<file path="src/rtl/mc_datapath.sv">
// Multi-cycle RV32I-subset datapath: one instruction at a time through FETCH/DECODE/EXEC/MEM/WB.
// Define MC_DATAPATH_INSTRET_EN to build the retired-instruction counter; otherwise instret reads 0.
module mc_datapath #(
   parameter int          DATAWIDTH  = 32,
   parameter int          REGCOUNT   = 32,
   parameter logic [31:0] INITIAL_PC = 32'h00400000
) (
   input  logic                 clk,
   input  logic                 rst,
   output logic                 imem_req,
   output logic [31:0]          imem_addr,
   input  logic [31:0]          imem_rdata,
   input  logic                 imem_ready,
   output logic                 dmem_req,
   output logic                 dmem_we,
   output logic [DATAWIDTH-1:0] dmem_addr,
   output logic [DATAWIDTH-1:0] dmem_wdata,
   input  logic [DATAWIDTH-1:0] dmem_rdata,
   input  logic                 dmem_ready,
   output logic [31:0]          pc,
   output logic [2:0]           state,
   output logic                 retire,
   output logic                 halted,
   output logic [31:0]          instret
);

   // state  | meaning
   // FETCH  | request IR from imem at pc, wait for imem_ready
   // DECODE | read operands, build immediate, trap illegal encodings
   // EXEC   | ALU / address generation; branches resolve and retire here
   // MEM    | hold data request until dmem_ready; stores retire here
   // WB     | write rd, advance pc, retire
   // HALT   | illegal instruction seen; only rst leaves
   typedef enum logic [2:0] {
      S_FETCH  = 3'd0,
      S_DECODE = 3'd1,
      S_EXEC   = 3'd2,
      S_MEM    = 3'd3,
      S_WB     = 3'd4,
      S_HALT   = 3'd5
   } state_t;

   typedef enum logic [2:0] {
      ALU_ADD, ALU_SUB, ALU_AND, ALU_OR, ALU_XOR, ALU_SLT, ALU_SLL, ALU_SRL
   } alu_op_t;

   localparam int          SHW     = $clog2(DATAWIDTH);
   localparam int          RIW     = $clog2(REGCOUNT);
   localparam logic [5:0]  REG_LIM = 6'(REGCOUNT);

   state_t               r_state, w_next;
   logic [31:0]          r_pc;
   logic [31:0]          r_ir;
   logic [DATAWIDTH-1:0] r_op_a, r_op_b, r_imm, r_result;
   logic [DATAWIDTH-1:0] r_regs [REGCOUNT];

   logic [6:0]           w_opcode, w_funct7;
   logic [4:0]           w_rd, w_rs1, w_rs2;
   logic [2:0]           w_funct3;
   logic                 w_is_alu_r, w_is_alu_i, w_is_lw, w_is_sw, w_is_br;
   logic                 w_legal, w_regs_ok, w_taken;
   alu_op_t              w_alu_op;
   logic [DATAWIDTH-1:0] w_rs1_val, w_rs2_val, w_imm, w_alu_b, w_alu_y;

   assign w_opcode = r_ir[6:0];
   assign w_rd     = r_ir[11:7];
   assign w_funct3 = r_ir[14:12];
   assign w_rs1    = r_ir[19:15];
   assign w_rs2    = r_ir[24:20];
   assign w_funct7 = r_ir[31:25];

   always_comb begin
      w_is_alu_r = 1'b0;
      w_is_alu_i = 1'b0;
      w_is_lw    = 1'b0;
      w_is_sw    = 1'b0;
      w_is_br    = 1'b0;
      w_alu_op   = ALU_ADD;
      case (w_opcode)
         7'b0110011: begin
            if (w_funct7 == 7'b0000000) begin
               w_is_alu_r = 1'b1;
               case (w_funct3)
                  3'b000:  w_alu_op = ALU_ADD;
                  3'b001:  w_alu_op = ALU_SLL;
                  3'b010:  w_alu_op = ALU_SLT;
                  3'b100:  w_alu_op = ALU_XOR;
                  3'b101:  w_alu_op = ALU_SRL;
                  3'b110:  w_alu_op = ALU_OR;
                  3'b111:  w_alu_op = ALU_AND;
                  default: w_is_alu_r = 1'b0;
               endcase
            end else if (w_funct7 == 7'b0100000 && w_funct3 == 3'b000) begin
               w_is_alu_r = 1'b1;
               w_alu_op   = ALU_SUB;
            end
         end
         7'b0010011: begin
            w_is_alu_i = 1'b1;
            case (w_funct3)
               3'b000:  w_alu_op = ALU_ADD;
               3'b010:  w_alu_op = ALU_SLT;
               3'b100:  w_alu_op = ALU_XOR;
               3'b110:  w_alu_op = ALU_OR;
               3'b111:  w_alu_op = ALU_AND;
               default: w_is_alu_i = 1'b0;
            endcase
         end
         7'b0000011: w_is_lw = (w_funct3 == 3'b010);
         7'b0100011: w_is_sw = (w_funct3 == 3'b010);
         7'b1100011: w_is_br = (w_funct3 == 3'b000) || (w_funct3 == 3'b001);
         default: ;
      endcase
   end

   assign w_legal   = w_is_alu_r | w_is_alu_i | w_is_lw | w_is_sw | w_is_br;
   // Only register fields the format actually uses are range-checked.
   assign w_regs_ok = ({1'b0, w_rs1} < REG_LIM)
                    && (!(w_is_alu_r | w_is_sw | w_is_br) || ({1'b0, w_rs2} < REG_LIM))
                    && (!(w_is_alu_r | w_is_alu_i | w_is_lw) || ({1'b0, w_rd} < REG_LIM));

   assign w_rs1_val = (w_rs1 == 5'd0) ? '0 : r_regs[w_rs1[RIW-1:0]];
   assign w_rs2_val = (w_rs2 == 5'd0) ? '0 : r_regs[w_rs2[RIW-1:0]];

   always_comb begin
      w_imm = {{(DATAWIDTH-12){r_ir[31]}}, r_ir[31:20]};
      if (w_is_sw)
         w_imm = {{(DATAWIDTH-12){r_ir[31]}}, r_ir[31:25], r_ir[11:7]};
      else if (w_is_br)
         w_imm = {{(DATAWIDTH-13){r_ir[31]}}, r_ir[31], r_ir[7], r_ir[30:25], r_ir[11:8], 1'b0};
   end

   assign w_alu_b = w_is_alu_r ? r_op_b : r_imm;

   always_comb begin
      w_alu_y = '0;
      case (w_alu_op)
         ALU_ADD: w_alu_y = r_op_a + w_alu_b;
         ALU_SUB: w_alu_y = r_op_a - w_alu_b;
         ALU_AND: w_alu_y = r_op_a & w_alu_b;
         ALU_OR:  w_alu_y = r_op_a | w_alu_b;
         ALU_XOR: w_alu_y = r_op_a ^ w_alu_b;
         ALU_SLT: w_alu_y = {{(DATAWIDTH-1){1'b0}}, ($signed(r_op_a) < $signed(w_alu_b))};
         ALU_SLL: w_alu_y = r_op_a << w_alu_b[SHW-1:0];
         ALU_SRL: w_alu_y = r_op_a >> w_alu_b[SHW-1:0];
         default: w_alu_y = '0;
      endcase
   end

   assign w_taken = w_funct3[0] ? (r_op_a != r_op_b) : (r_op_a == r_op_b);

   always_comb begin
      w_next = r_state;
      case (r_state)
         S_FETCH:  if (imem_ready) w_next = S_DECODE;
         S_DECODE: w_next = (w_legal && w_regs_ok) ? S_EXEC : S_HALT;
         S_EXEC: begin
            if (w_is_br)                w_next = S_FETCH;
            else if (w_is_lw | w_is_sw) w_next = S_MEM;
            else                        w_next = S_WB;
         end
         S_MEM:    if (dmem_ready) w_next = w_is_sw ? S_FETCH : S_WB;
         S_WB:     w_next = S_FETCH;
         S_HALT:   w_next = S_HALT;
         default:  w_next = S_HALT;
      endcase
   end

   always_ff @(posedge clk) begin
      if (rst) begin
         r_state <= S_FETCH;
         r_pc    <= INITIAL_PC;
         r_ir    <= '0;
      end else begin
         r_state <= w_next;
         case (r_state)
            S_FETCH: if (imem_ready) r_ir <= imem_rdata;
            S_EXEC:  if (w_is_br) r_pc <= w_taken ? (r_pc + r_imm[31:0]) : (r_pc + 32'd4);
            S_MEM:   if (dmem_ready && w_is_sw) r_pc <= r_pc + 32'd4;
            S_WB:    r_pc <= r_pc + 32'd4;
            default: ;
         endcase
      end
   end

   always_ff @(posedge clk) begin
      case (r_state)
         S_DECODE: begin
            r_op_a <= w_rs1_val;
            r_op_b <= w_rs2_val;
            r_imm  <= w_imm;
         end
         S_EXEC:  r_result <= w_alu_y;
         S_MEM:   if (dmem_ready && w_is_lw) r_result <= dmem_rdata;
         default: ;
      endcase
      if (!rst && r_state == S_WB && w_rd != 5'd0)
         r_regs[w_rd[RIW-1:0]] <= r_result;
   end

   assign imem_req   = (r_state == S_FETCH) && !rst;
   assign imem_addr  = r_pc;
   assign dmem_req   = (r_state == S_MEM) && !rst;
   assign dmem_we    = w_is_sw;
   assign dmem_addr  = r_result;
   assign dmem_wdata = r_op_b;
   assign pc         = r_pc;
   assign state      = r_state;
   assign halted     = (r_state == S_HALT);
   assign retire     = !rst && (((r_state == S_EXEC) && w_is_br)
                             || ((r_state == S_MEM) && w_is_sw && dmem_ready)
                             || (r_state == S_WB));

`ifdef MC_DATAPATH_INSTRET_EN
   logic [31:0] r_instret;

   always_ff @(posedge clk) begin
      if (rst)         r_instret <= '0;
      else if (retire) r_instret <= r_instret + 32'd1;
   end

   assign instret = r_instret;
`else
   assign instret = '0;
`endif

endmodule
</file>
<file path="config.mk">
export PLATFORM = sky130hd
export DESIGN_NAME = mc_datapath
export DESIGN_NICKNAME = d
export VERILOG_FILES = /design/src/rtl/mc_datapath.sv
export SDC_FILE = /design/constraint.sdc
export NUM_CORES = 2
export LEC_CHECK = 0
export CORE_MARGIN = 4
export CORE_UTILIZATION = 55
export CTS_CLUSTER_DIAMETER = 150
export DETAILED_ROUTE_END_ITERATION = 8
export PLACE_DENSITY = 0.83
export SYNTH_ARGS = -nofsm -noshare
export SYNTH_HDL_FRONTEND = slang
export SYNTH_SLANG_ARGS = --single-unit
</file>
<file path="constraint.sdc">
create_clock -name clk -period 10.5 [get_ports clk]
set_input_delay 2.625 -clock clk [delete_from_list [all_inputs] [get_ports clk]]
set_output_delay 2.625 -clock clk [all_outputs]
set_load 0.03 [all_outputs]
</file>
==> metrics <==
post-synthesis sequential area ratio=53.9%; Buffers on Ports=203; Pwr per Cell Area=171 nW/um^2; via count=48.8k; Worst EP arrival=7730 ps; Tot GR Track Use=38.9%; crit share post-route=69.0%; delay-heaviest family, CP=compound AO/OA/AOI/OAI gates; dpl hpwl=150000 microns; synthesized area per cell=14.3 sq um; cell with the most instances after synthesis=edfxtp_1; Syn. warnings=0; Commonest cells post-synth=edfxtp_1, mux4_2, nor2_1; ys async rst share=0%; largest net degree at the start of global routing=128; Layout Skew=65.1 ps; clock root cell=clkbuf_16; Primary FF master, synth=edfxtp_1; io pins=236; Yosys reg bits=1200; Tmin final=7250 ps; FF+latch area=35400 sq um; final hold violation count=0; Worst setup EP type=register; final worst slack=3250 ps; status=finished, final reports clean; measured slew at the worst slew-check pin=1200 ps; RePlAce Congestion=1.05; hold_ws=453 ps; number of global-route vias before repair=48.0k; Slew HR=19.7%; initial cell density of the core=55.5%; clock-pin slew of the registers on the worst-case setup and hold paths=70 ps; Max VDD drop=0.156 mV; Netlist cell types=101; H-tree lvl count=3; Worst path max stage delay=840 ps; drt drc=0; Iter 0 DRT Violations=8686; Post-Synthesis Cells=4600; CTS buffer count=118; Setup TNS Final=0 ps; CTS tree=yes; filler cell count=8259; PostCTS Resize Cnt=0; Achievable Freq=138 MHz; Clock Tree Buf Depth=3; area of the multi-input gates=28600 sq um; max-cap violation count=0; Area Overhead vs Synth=11.8%; hold buffer count at CTS=0; clk_lat worst skew=770 ps; initial antenna violation count=8; top cell type's share of synthesized area=51.9%; RSZ-0062 raised after global routing=no; worst hold path class=register to register; WL/cell=39.0 microns; clock net sink count=1200; mapped cell area=65600 sq um; Core Footprint=118000 sq um; Buf/Inv on CP=3; first-pass GRT wire length=350000 microns; cell taking the most area after synthesis=edfxtp_1; number of enable flip-flop cells after synthesis=1133; DIE AREA=125000 sq um; Row Count=126; crit path kind=register to register; Cell Chain, Critical Path=nor2b_1 > o22a_1 > o31ai_1 > and2_2 > buf_4 > inv_2 > buf_4 > ha_1 > o21ai_0 > o211ai_1 > a31o_2 > a31oi_1 > o21ai_0 > a31oi_1 > o21ai_0 > nand2_1 > a31oi_1 > nor2_1 > o32a_1; Setup Buffers After CTS=0; final core occ=62.0%; Worst Path Max Fanout=57; Critical Path RT=10980 ps; # nets final=4909; cell leakage power=23.6 nW; Pins Over Slew Limit=0; DR vias/cell=7.67; pre-CTS setup slack=3340 ps; die height=353 microns; top post-synthesis cells by area=edfxtp_1, mux4_2, mux2i_1; type of origin of the critical path=register; routed wire length=248000 microns; DRT antenna net count=0; Die Span X=353 microns; critical path's slowest cell=dfxtp_1; GR Overflow Total=0; DRT Pass-1 Iters=7; layout cells sized above 1=21.4%; Setup violations, final=0
metal layers:
layer,up-vias,global-route usage [%],part of all wire (%)
met3,1294,11.6,14
met1,24000,48.6,32
li1,18700,-,-
met4,2,25.7,8.7
met2,4817,59.3,45
met5,-,0,0.0056
where the power goes:
| part | total (mW) | switching, mW | internal [mW] |
|---|---|---|---|
| clock network | 4.38 | 1.98 | 2.40 |
| registers | 5.52 | 0.247 | 5.28 |
| logic | 2.62 | 1.62 | 1.00 |
| total | 12.5 | 3.84 | 8.68 |
per-stage QoR:
step	cells	power, mW	area, sq um
2_1_floorplan	4663	7.23	65800
3_3_place_gp	6132	8.07	69400
3_5_place_dp	6132	8.11	69400
4_1_cts	6354	12.4	73300
5_1_grt	6354	12.8	73300
6_report	6359	12.5	73300
worst reg2reg max path, stage by stage, from the launching register on:
cell,delay [ps]
dfxtp_1,840
nor2b_1,180
o22a_1,550
o31ai_1,770
and2_2,270
buf_4,600
inv_2,50
buf_4,300
ha_1,470
o21ai_0,140
o211ai_1,410
a31o_2,250
a31oi_1,140
o21ai_0,620
a31oi_1,300
o21ai_0,450
nand2_1,120
a31oi_1,190
nor2_1,50
o32a_1,320
worst paths after layout:
check	end	slack (ps)	depth (start not counted)	startpoint
max	dmem_addr[27]$_DFFE_PP_	3250	19	r_ir[14]$_SDFFE_PP0P_
min	r_ir[2]$_SDFFE_PP0P_	450	2	r_ir[2]$_SDFFE_PP0P_
max reg2reg	dmem_addr[27]$_DFFE_PP_	3250	19	r_ir[14]$_SDFFE_PP0P_
min reg2reg	r_ir[2]$_SDFFE_PP0P_	450	2	r_ir[2]$_SDFFE_PP0P_
area by class of cell:
class,count,area share (%)
antenna,5,0.0171
tap,1536,2.62
clock buffer,141,4.21
inverter,104,0.533
multi-input combinational,2949,39.0
clock inverter,81,1.13
timing repair buffer,343,4.23
sequential,1200,48.3
placed cells by master (no fill, tap or decap), drive strengths merged, types with 93 or more instances in the layout:
cell type,n
buf,141
clkdlybuf4s50,202
o21ai,165
inv,108
clkbuf,141
nand3,93
ha,123
a21oi,250
mux4,542
nand2,279
nor2,281
mux2i,203
edfxtp,1133
state kept, by name, indices dropped and copies added (netlist names):
signal / count
state: 3
r_ir: 32
r_op_a: 32
r_imm: 13
dmem_addr: 32
dmem_wdata: 32
r_regs: 1024
imem_addr: 32
cell families after synthesis:
logic type	count (synthesis)	share of synthesized area, %
and+or+nand+nor	901	6.35
adders and majority gates	125	2.41
AOI/OAI and AO/OA	964	9.93
xor gates and xnor gates	89	1.19
other	1	0.00572
buffers and inverters	514	3.40
muxes	806	22.8
DFF	1200	53.9
Note: power is estimated with default switching activity, not from simulation.
